### src/rtl/lincoln_wb_uart_tx_if.sv
// lincoln_wb_uart_tx_if: Wishbone classic slave bus bundle for the UART transmitter
interface lincoln_wb_uart_tx_if;
  logic        wbs_stb_i;
  logic        wbs_cyc_i;
  logic        wbs_we_i;
  logic [3:0]  wbs_sel_i;
  logic [31:0] wbs_dat_i;
  logic [31:0] wbs_adr_i;
  logic        wbs_ack_o;
  logic [31:0] wbs_dat_o;
  modport master (output wbs_stb_i, wbs_cyc_i, wbs_we_i, wbs_sel_i, wbs_dat_i, wbs_adr_i,
                  input  wbs_ack_o, wbs_dat_o);
  modport slave  (input  wbs_stb_i, wbs_cyc_i, wbs_we_i, wbs_sel_i, wbs_dat_i, wbs_adr_i,
                  output wbs_ack_o, wbs_dat_o);
endinterface

### src/rtl/lincoln_wb_uart_tx.sv
// lincoln_wb_uart_tx: Wishbone-slave 8N1 UART transmitter with byte FIFO, status/baud/control registers and done IRQ
module lincoln_wb_uart_tx #(
  parameter logic [31:0] BASE_ADDR   = 32'h3000_0000,
  parameter int          FIFO_DEPTH  = 8,
  parameter logic [15:0] DEFAULT_DIV = 16'd434
) (
  input  logic                       wb_clk_i,
  input  logic                       wb_rst_i,
  lincoln_wb_uart_tx_if.slave        wb,
  output logic                       tx_o,
  output logic                       tx_oeb,
  output logic                       irq_o
);
  localparam int AW = $clog2(FIFO_DEPTH);
  localparam int LW = AW + 1;
  typedef enum logic [1:0] {IDLE, START, DATA, STOP} state_t;
  state_t      state, state_n;
  logic        ack, ovf, irq;
  logic [31:0] dat_o, rdata, status;
  logic [15:0] div, div_lat, cnt, eff;
  logic [1:0]  ctrl, ofs;
  logic [7:0]  mem [FIFO_DEPTH];
  logic [7:0]  shreg;
  logic [2:0]  bit_idx;
  logic [AW-1:0] wptr, rptr;
  logic [LW-1:0] level;
  logic hit, req, wr, wr_data, wr_stat, wr_div, wr_ctrl;
  logic full, empty, push, pop, busy, tick, load;
  logic unused_bits;
  assign unused_bits = ^{wb.wbs_sel_i[3:2], wb.wbs_dat_i[31:16], wb.wbs_adr_i[1:0]};
  assign hit     = wb.wbs_adr_i[31:4] == BASE_ADDR[31:4];
  assign req     = wb.wbs_cyc_i & wb.wbs_stb_i & hit & !ack;
  // writes commit on the edge that closes the ack cycle, while the master still holds the request
  assign wr      = ack & wb.wbs_cyc_i & wb.wbs_stb_i & wb.wbs_we_i & hit;
  assign ofs     = wb.wbs_adr_i[3:2];
  assign wr_data = wr & (ofs == 2'd0) & wb.wbs_sel_i[0];
  assign wr_stat = wr & (ofs == 2'd1) & wb.wbs_sel_i[0];
  assign wr_div  = wr & (ofs == 2'd2);
  assign wr_ctrl = wr & (ofs == 2'd3) & wb.wbs_sel_i[0];
  assign full    = level == LW'(FIFO_DEPTH);
  assign empty   = level == '0;
  assign push    = wr_data & !full;
  assign pop     = load;
  assign busy    = state != IDLE;
  assign tick    = cnt == '0;
  assign eff     = div < 16'd2 ? 16'd2 : div;
  assign status  = {19'b0, 5'(level), 4'b0, ovf, empty, full, busy};
  assign rdata   = ofs == 2'd1 ? status : ofs == 2'd2 ? {16'b0, div} : ofs == 2'd3 ? {30'b0, ctrl} : '0;
  assign wb.wbs_ack_o = ack;
  assign wb.wbs_dat_o = dat_o;
  assign irq_o   = irq;
  always_ff @(posedge wb_clk_i) begin
    if (wb_rst_i) begin
      ack   <= 1'b0;
      dat_o <= '0;
      div   <= DEFAULT_DIV;
      ctrl  <= '0;
      ovf   <= 1'b0;
      irq   <= 1'b0;
      wptr  <= '0;
      rptr  <= '0;
      level <= '0;
    end else begin
      ack   <= req;
      dat_o <= req ? rdata : '0;
      if (wr_div & wb.wbs_sel_i[0]) div[7:0] <= wb.wbs_dat_i[7:0];
      if (wr_div & wb.wbs_sel_i[1]) div[15:8] <= wb.wbs_dat_i[15:8];
      if (wr_ctrl) ctrl <= wb.wbs_dat_i[1:0];
      ovf   <= (wr_data & full) | (ovf & !(wr_stat & wb.wbs_dat_i[3]));
      irq   <= ctrl[1] & empty & !busy;
      if (push) wptr <= wptr + 1'b1;
      if (pop) rptr <= rptr + 1'b1;
      level <= level + LW'(push) - LW'(pop);
    end
  end
  always_ff @(posedge wb_clk_i) begin
    if (push) mem[wptr] <= wb.wbs_dat_i[7:0];
  end
  always_ff @(posedge wb_clk_i) begin
    state <= wb_rst_i ? IDLE : state_n;
  end
  always_comb begin
    load    = (state == IDLE || (state == STOP && tick)) && ctrl[0] && !empty;
    state_n = load ? START :
              state == IDLE || !tick ? state :
              state == START ? DATA :
              state == DATA ? (bit_idx == 3'd7 ? STOP : DATA) : IDLE;
  end
  always_ff @(posedge wb_clk_i) begin
    if (wb_rst_i) begin
      cnt     <= '0;
      bit_idx <= '0;
      shreg   <= '0;
      div_lat <= 16'd2;
    end else if (load) begin
      shreg   <= mem[rptr];
      div_lat <= eff;
      cnt     <= eff - 16'd1;
      bit_idx <= '0;
    end else if (busy) begin
      cnt <= tick ? div_lat - 16'd1 : cnt - 16'd1;
      if (tick && state == DATA) begin
        bit_idx <= bit_idx + 3'd1;
        shreg   <= shreg >> 1;
      end
    end
  end
  always_comb begin
    tx_o   = state == START ? 1'b0 : state == DATA ? shreg[0] : 1'b1;
    tx_oeb = ~(ctrl[0] | busy);
  end
endmodule
### src/flat_wrapper.sv
// flat-port wrapper written by rule: the top's interface ports become plain ports
module lincoln_wb_uart_tx_flat 
#(
  parameter logic [31:0] BASE_ADDR   = 32'h3000_0000,
  parameter int          FIFO_DEPTH  = 8,
  parameter logic [15:0] DEFAULT_DIV = 16'd434
)
  (wb_clk_i, wb_rst_i, tx_o, tx_oeb, irq_o, wb_wbs_stb_i, wb_wbs_cyc_i, wb_wbs_we_i, wb_wbs_sel_i, wb_wbs_dat_i, wb_wbs_adr_i, wb_wbs_ack_o, wb_wbs_dat_o);
  lincoln_wb_uart_tx_if wb_i ();
  input  logic wb_clk_i;
  input  logic wb_rst_i;
  output logic tx_o;
  output logic tx_oeb;
  output logic irq_o;
  input wire logic [$bits(wb_i.wbs_stb_i)-1:0] wb_wbs_stb_i;
  input wire logic [$bits(wb_i.wbs_cyc_i)-1:0] wb_wbs_cyc_i;
  input wire logic [$bits(wb_i.wbs_we_i)-1:0] wb_wbs_we_i;
  input wire logic [$bits(wb_i.wbs_sel_i)-1:0] wb_wbs_sel_i;
  input wire logic [$bits(wb_i.wbs_dat_i)-1:0] wb_wbs_dat_i;
  input wire logic [$bits(wb_i.wbs_adr_i)-1:0] wb_wbs_adr_i;
  output wire logic [$bits(wb_i.wbs_ack_o)-1:0] wb_wbs_ack_o;
  output wire logic [$bits(wb_i.wbs_dat_o)-1:0] wb_wbs_dat_o;
  assign wb_i.wbs_stb_i = wb_wbs_stb_i;
  assign wb_i.wbs_cyc_i = wb_wbs_cyc_i;
  assign wb_i.wbs_we_i = wb_wbs_we_i;
  assign wb_i.wbs_sel_i = wb_wbs_sel_i;
  assign wb_i.wbs_dat_i = wb_wbs_dat_i;
  assign wb_i.wbs_adr_i = wb_wbs_adr_i;
  assign wb_wbs_ack_o = wb_i.wbs_ack_o;
  assign wb_wbs_dat_o = wb_i.wbs_dat_o;
  lincoln_wb_uart_tx #(.BASE_ADDR(BASE_ADDR), .FIFO_DEPTH(FIFO_DEPTH), .DEFAULT_DIV(DEFAULT_DIV)) u_core (.wb_clk_i(wb_clk_i), .wb_rst_i(wb_rst_i), .wb(wb_i), .tx_o(tx_o), .tx_oeb(tx_oeb), .irq_o(irq_o));
endmodule
### config.mk
export PLATFORM = sky130hd
export DESIGN_NAME = lincoln_wb_uart_tx_flat
export DESIGN_NICKNAME = d
export VERILOG_FILES = /design/src/rtl/lincoln_wb_uart_tx_if.sv /design/src/rtl/lincoln_wb_uart_tx.sv /design/src/flat_wrapper.sv
export SDC_FILE = /design/constraint.sdc
export NUM_CORES = 1
export LEC_CHECK = 0
export ABC_AREA = 1
export CAP_MARGIN = 20
export CELL_PAD_IN_SITES_DETAIL_PLACEMENT = 0
export CELL_PAD_IN_SITES_GLOBAL_PLACEMENT = 1
export CORE_MARGIN = 1
export CORE_UTILIZATION = 35
export DETAILED_ROUTE_END_ITERATION = 10
export PLACE_DENSITY = 0.68
export SETUP_SLACK_MARGIN = 0.02
export SYNTH_ARGS = -nofsm -noshare
export SYNTH_HDL_FRONTEND = slang
export SYNTH_SLANG_ARGS = --single-unit
export TNS_END_PERCENT = 1
### constraint.sdc
create_clock -name wb_clk_i -period 4.86 [get_ports wb_clk_i]
set_input_delay 0.972 -clock wb_clk_i [delete_from_list [all_inputs] [get_ports wb_clk_i]]
set_output_delay 0.972 -clock wb_clk_i [all_outputs]
set_load 0.01 [all_outputs]
==> results.cfg, run 1 <==
[cts]
h-tree-depth = 4
cts.sinks = 159
clk_latency_ps = 430
cts_made_buffers = 17
cts_resized = 0
path_clk_slew_ps = 70
hold_buffers = 0
clk_path_buf_depth = 2
cts_tree = built
post_cts_buffers = 0
cts_root_buf = clkbuf_16

[worst_hold_path]
hold_depth = 2
hp-start = u_core.div_lat[13]
hp-class = flip-flop to flip-flop
min_to = u_core.div_lat[13]

[global_route]
grt_max_degree = 49
grt_pass1_wl_mm = 28.62
track_usage_pct = 17.33
grt_pass1_vias = 5424
antenna_found_initial = 0
overflow = 0

[synthesis]
synth_edf_count = 64
ys_seq_area_share_pct = 52.54
syn_inst = 832
synthArstFlopShare_pct = 0
synth-seq-cells = 159
ys_types = 42
syn_area_um2 = 7278
synth_warnings = 0
synth-main-ff-cell = dfxtp_1
avgSynthCellArea_um2 = 8.748

[die]
coreArea_um2 = 20300
die_area_um2 = 21380
start_util_pct = 35.85
io_pins = 109
fp.dieH_um = 146.2
die_w_um = 146.2
std_cell_rows = 52

[critical_path]
critPathSlowestCell = nor2_1
crit_path_end_kind = flip-flop
cp-start-kind = input pin
r2r_start = u_core.level[2]
reg2reg_slack_ps = 1710
arrival_ps = 3340
slowest_delay_ps = 680
reg2reg_depth = 14
worst_path_dominant_cell_family = simple AND/OR/NAND/NOR gates
required_ps = 4910
r2r_end = u_core.level[3]
crit_path_cell_trace = clkdlybuf4s50_1, nor2_1, nand2_1, nor2_1, nand2_1, nor4_4, nand4_2, nor3_4, nand2_1, nor2_1
critPathMaxFanout = 8
crit_type = input pin to flip-flop
cp_num_buf_inv = 1

[timing]
fmax_mhz = 303.9
relSlewSlack_pct = 41.56
hold_viol = 0
rsz0062_at_grt = false
period_needed_ps = 3290
post-route-period-util_pct = 67.70
tightest_slew_ps = 873.4
fin_worst_skew_ps = 10.12
final_max_slew_viol_count = 0
setup_tns_ps = 0
holdWs_ps = 461.9
setup_viol = 0

[drt]
drtIter0Drc = 191
ant_nets = 0
drc = 0
first_pass_iters = 5
wl_per_cell_um = 14.94
drt-total-wl_mm = 17.70
via_per_inst = 4.700
via_count = 5570

[final_layout]
final_layout_size_suffix_gt1_share_pct = 9.399
syn_to_final_growth_pct = 21.09
nets = 991
antenna_cells = 0
stdcell_count = 1185

[placement]
dp_hpwl_mm = 12.12
gp_congestion = 0.7886
placed_cells = 1153
portBuffers = 72

[power]
p_per_area_nw_per_um2 = 350.7
leakagePower_nw = 3.480
vdd_drop_max_v = 0.0002533

[outcome]
run_status = finished clean

[job]
drv_cap = 0
==> layout by cell type (no fill, tap or decap), types with 5 or more instances in the layout <==
cell type	count
a211oi_1	12
a21oi_1	51
buf_4	10
clkbuf_16	17
clkdlybuf4s50_1	71
conb_1	16
dfxtp_1	95
edfxtp_1	64
ha_1	15
inv_1	103
inv_6	5
inv_8	6
mux2i_1	14
nand2_1	130
nand2_2	15
nand3_1	53
nand4_1	9
nor2_1	89
nor2_2	10
nor2_4	5
o211ai_1	8
o21ai_0	55
o21ai_1	6
o21bai_1	5
o22ai_1	12
==> cells in the mapped netlist (2+ instances only) <==
cell type    n  share of area [%]
nand2_2     15                1.3
o21ai_0     55                3.8
xor2_1       4               0.48
mux2_2       2               0.31
o221ai_1     4               0.48
nor3_1       4               0.28
a31oi_1      4               0.34
clkinv_1     2               0.10
clkbuf_1    17               0.88
o21bai_1     5               0.52
a211oi_1    12                1.2
nand3_1     53                3.6
nor2_1      89                4.6
inv_1      103                5.3
dfxtp_1     95                 26
nor2_4       5               0.77
a21oi_1     51                3.5
nand2_4      2               0.31
edfxtp_1    64                 26
buf_2        8               0.55
mux2i_1     14                1.9
buf_4       17                1.8
buf_1        3               0.15
ha_1        15                2.6
nand4_1      9               0.77
o22ai_1     12                1.0
nand2_1    130                6.7
o21ai_1      6               0.41
inv_2        3               0.15
o211ai_1     8               0.83
nor2_2      10               0.86
==> worst max-delay path by stage <==
stage	start	to	slack (ps)	cells past startpoint
finish	wb_wbs_adr_i[27]	u_core.mem[2][1]	1570	10
global route	wb_wbs_adr_i[27]	u_core.mem[3][6]	1270	10
CTS	wb_wbs_adr_i[31]	u_core.mem[3][1]	1490	10
detailed placement	wb_wbs_adr_i[31]	u_core.mem[3][6]	1030	10
global placement	wb_wbs_adr_i[27]	u_core.mem[3][4]	1070	10
floorplan	wb_wbs_adr_i[7]	u_core.mem[5][0]	1810	7
==> sequential cells by signal, summed over array words and instances (netlist names), named ones only <==
register and count:
u_core.bit_idx 3, u_core.level 4, u_core.rptr 3, u_core.irq_o 1, u_core.wb.wbs_dat_o 16, u_core.wb.wbs_ack_o 1, u_core.cnt 16, u_core.ovf 1
u_core.div_lat 16, u_core.shreg 8, u_core.state 2, u_core.wptr 3, u_core.ctrl 2, u_core.div 16, u_core.mem 64
==> kinds of logic (layout without fill, tap and decap cells) <==
family / Yosys count / count (layout) / share of synthesized area (%)
adders and majority gates: 16 / 16 / 2.854
xor gates and xnor gates: 4 / 4 / 0.4813
muxes: 16 / 16 / 2.235
AOI/OAI and AO/OA: 160 / 160 / 12.65
and+or+nand+nor: 322 / 322 / 20.13
DFF: 159 / 159 / 52.54
buffers and inverters: 154 / 222 / 9.060
other: 1 / 16 / 0.05152
==> routing by layer <==
layer | up-vias | routed length (µm) | GRT usage [%]
met2 | 104 | 8478 | 29.02
li1 | 2882 | - | -
met1 | 2568 | 8355 | 22.07
met3 | 16 | 650 | 3.750
met4 | 0 | 216 | 5.938
met5 | - | 0 | 0
==> cell type report <==
cell class,instances,area [µm²]
fill,2066,11490
sequential,159,3824
multi-input combinational,534,2851
timing repair buffer,82,790.8
clock buffer,17,425.4
inverter,108,405.4
tap,270,337.8
clock inverter,15,178.9
==> worst register-to-register path: cells and delay by family (launching register included) <==
family,cells,cell delay [ps]
flip-flops,1,310
adder cells (fa/ha/maj),3,800
buffers and inverters,4,520
AO/OA/AOI/OAI,4,970
AND/OR/NAND/NOR,3,490
==> per-stage QoR <==
stage / power, mW / utilization, % / instance area, µm² / setup slack (ps)
floorplan: 1.652 / - / 7335 / 1807
global placement: 1.754 / 40.44 / 8209 / 1067
detailed placement: 1.756 / 40.44 / 8209 / 1035
CTS: 3.121 / 43.42 / 8813 / 1494
global route: 3.219 / 43.42 / 8813 / 1269
finish: 3.090 / 43.42 / 8813 / 1570
==> report_power, final <==
group	switching [mW]	internal [mW]	leakage [nW]
combinational	0.209	0.117	1.84
sequential	0.00429	1.39	1.34
clock	0.627	0.742	0.300
total	0.841	2.25	3.48
No activity file was read; power rests on OpenSTA's default activity.
==> run 2, diff against run 1 <==
Clock period 4.86 ns to 3.11 ns, I/O delays scaled along.
==> results.cfg, run 2 (synthesis gave the netlist of run 1 again) <==
[outcome]
run_status = finished clean

[placement]
dp_hpwl_mm = 12.13
portBuffers = 72
gp_congestion = 0.7632

[global_route]
grt_max_degree = 49
antenna_found_initial = 0
track_usage_pct = 16.99
overflow = 0
grt_pass1_vias = 5258
grt_pass1_wl_mm = 28.16

[final_layout]
final_layout_size_suffix_gt1_share_pct = 10.17
top_register = u_core.mem
layout_commonest_cell = nand2_1
antenna_cells = 0
largest_reg_flops = 64
syn_to_final_growth_pct = 21.52
nets = 1001
most-common-layout-cells = 130 x nand2_1, 103 x inv_1, 95 x dfxtp_1

[timing]
relSlewSlack_pct = 60.23
final_max_slew_viol_count = 0
tightest_slew_ps = 595.8
setup_viol = 0
setup_tns_ps = 0
post-route-period-util_pct = 86.26
rsz0062_at_grt = false
hold_viol = 0
period_needed_ps = 2683
holdWs_ps = 458.2
fmax_mhz = 372.8
fin_worst_skew_ps = 14.29

[die]
fp.dieH_um = 146.2
io_pins = 109
std_cell_rows = 52
die_w_um = 146.2
coreArea_um2 = 20300
start_util_pct = 35.85
die_area_um2 = 21380

[cts]
h-tree-depth = 4
path_clk_slew_ps = 60
cts_tree = built
clk_path_buf_depth = 2
cts.sinks = 159
cts_made_buffers = 17
post_cts_buffers = 0
hold_buffers = 0
clk_latency_ps = 420
cts_root_buf = clkbuf_16
cts_resized = 0

[critical_path]
crit_path_end_kind = primary output
arrival_ps = 2060
required_ps = 2490
crit_type = flip-flop to primary output
reg2reg_depth = 19
critPathMaxFanout = 13
cp-start-kind = flip-flop

[drt]
drc = 0
via_per_inst = 4.628
drtIter0Drc = 316
drt-total-wl_mm = 17.41
ant_nets = 0
wl_per_cell_um = 14.58
via_count = 5526
first_pass_iters = 4

[power]
vdd_drop_max_v = 0.0003896
p_per_area_nw_per_um2 = 529.5
leakagePower_nw = 3.507

[job]
drv_cap = 0

[worst_hold_path]
hp-class = flip-flop to flip-flop
hold_depth = 2
-- run 2: final timing paths --
check             startpoint        endpoint  slack (ps)
max          u_core.state[0]            tx_o         430
min           u_core.rptr[2]       flip-flop         460
max reg2reg   u_core.cnt[12]  u_core.cnt[14]         480
min reg2reg   u_core.rptr[2]       flip-flop         460
-- run 2: power breakdown --
| group | switching, mW | total (mW) | leakage (nW) | internal (mW) |
|---|---|---|---|---|
| registers | 0.00668 | 2.18 | 1.34 | 2.17 |
| clock network | 0.876 | 1.99 | 0.275 | 1.11 |
| logic | 0.329 | 0.513 | 1.89 | 0.184 |
-- run 2: final cells by class --
class                           instances  area (µm²)
Clock inverter                         14       135.1
Inverter                              108       405.4
Timing Repair Buffer                   92       865.8
Fill cell                            2064       11450
Sequential cell                       159        3824
Tap cell                              270       337.8
Clock buffer                           17       425.4
Multi-Input combinational cell        534        2851
-- run 2: layer usage --
| metal | global-route usage [%] | vias to the layer above | wire length [µm] | share of wire, % |
|---|---|---|---|---|
| li1 | - | 2902 | - | - |
| met1 | 22.31 | 2528 | 8335 | 48 |
| met4 | 4.740 | 0 | 144 | 0.83 |
| met5 | 0 | - | 0 | 0 |
| met2 | 28.07 | 85 | 8222 | 47 |
| met3 | 3.750 | 11 | 711 | 4.1 |
-- run 2: per-stage QoR --
step           total power, mW  cells  util (%)  area, µm²  setup WS (ps)
2_1_floorplan            2.581    847         -       7335          407.2
3_3_place_gp             2.743   1163     40.81       8284          108.3
3_5_place_dp             2.743   1163     40.81       8284          104.7
4_1_cts                  4.740   1194     43.57       8845          350.7
5_1_grt                  4.879   1194     43.57       8845          191.0
6_report                 4.683   1194     43.57       8845          427.4
-- run 2: worst max-delay path, cell delays in order, from the launching register on --
cell and delay (ps):
dfxtp_1 380, inv_1 80, ha_1 370, inv_1 100
nor2_1 40, nor2_1 110, clkdlybuf4s50_1 550
==> run 3, diff against run 2 <==
Settings changed: SLEW_MARGIN set to 20.
==> results of run 3 <==
Same layout as run 2: the final DEF is identical, and so are final timing and power.
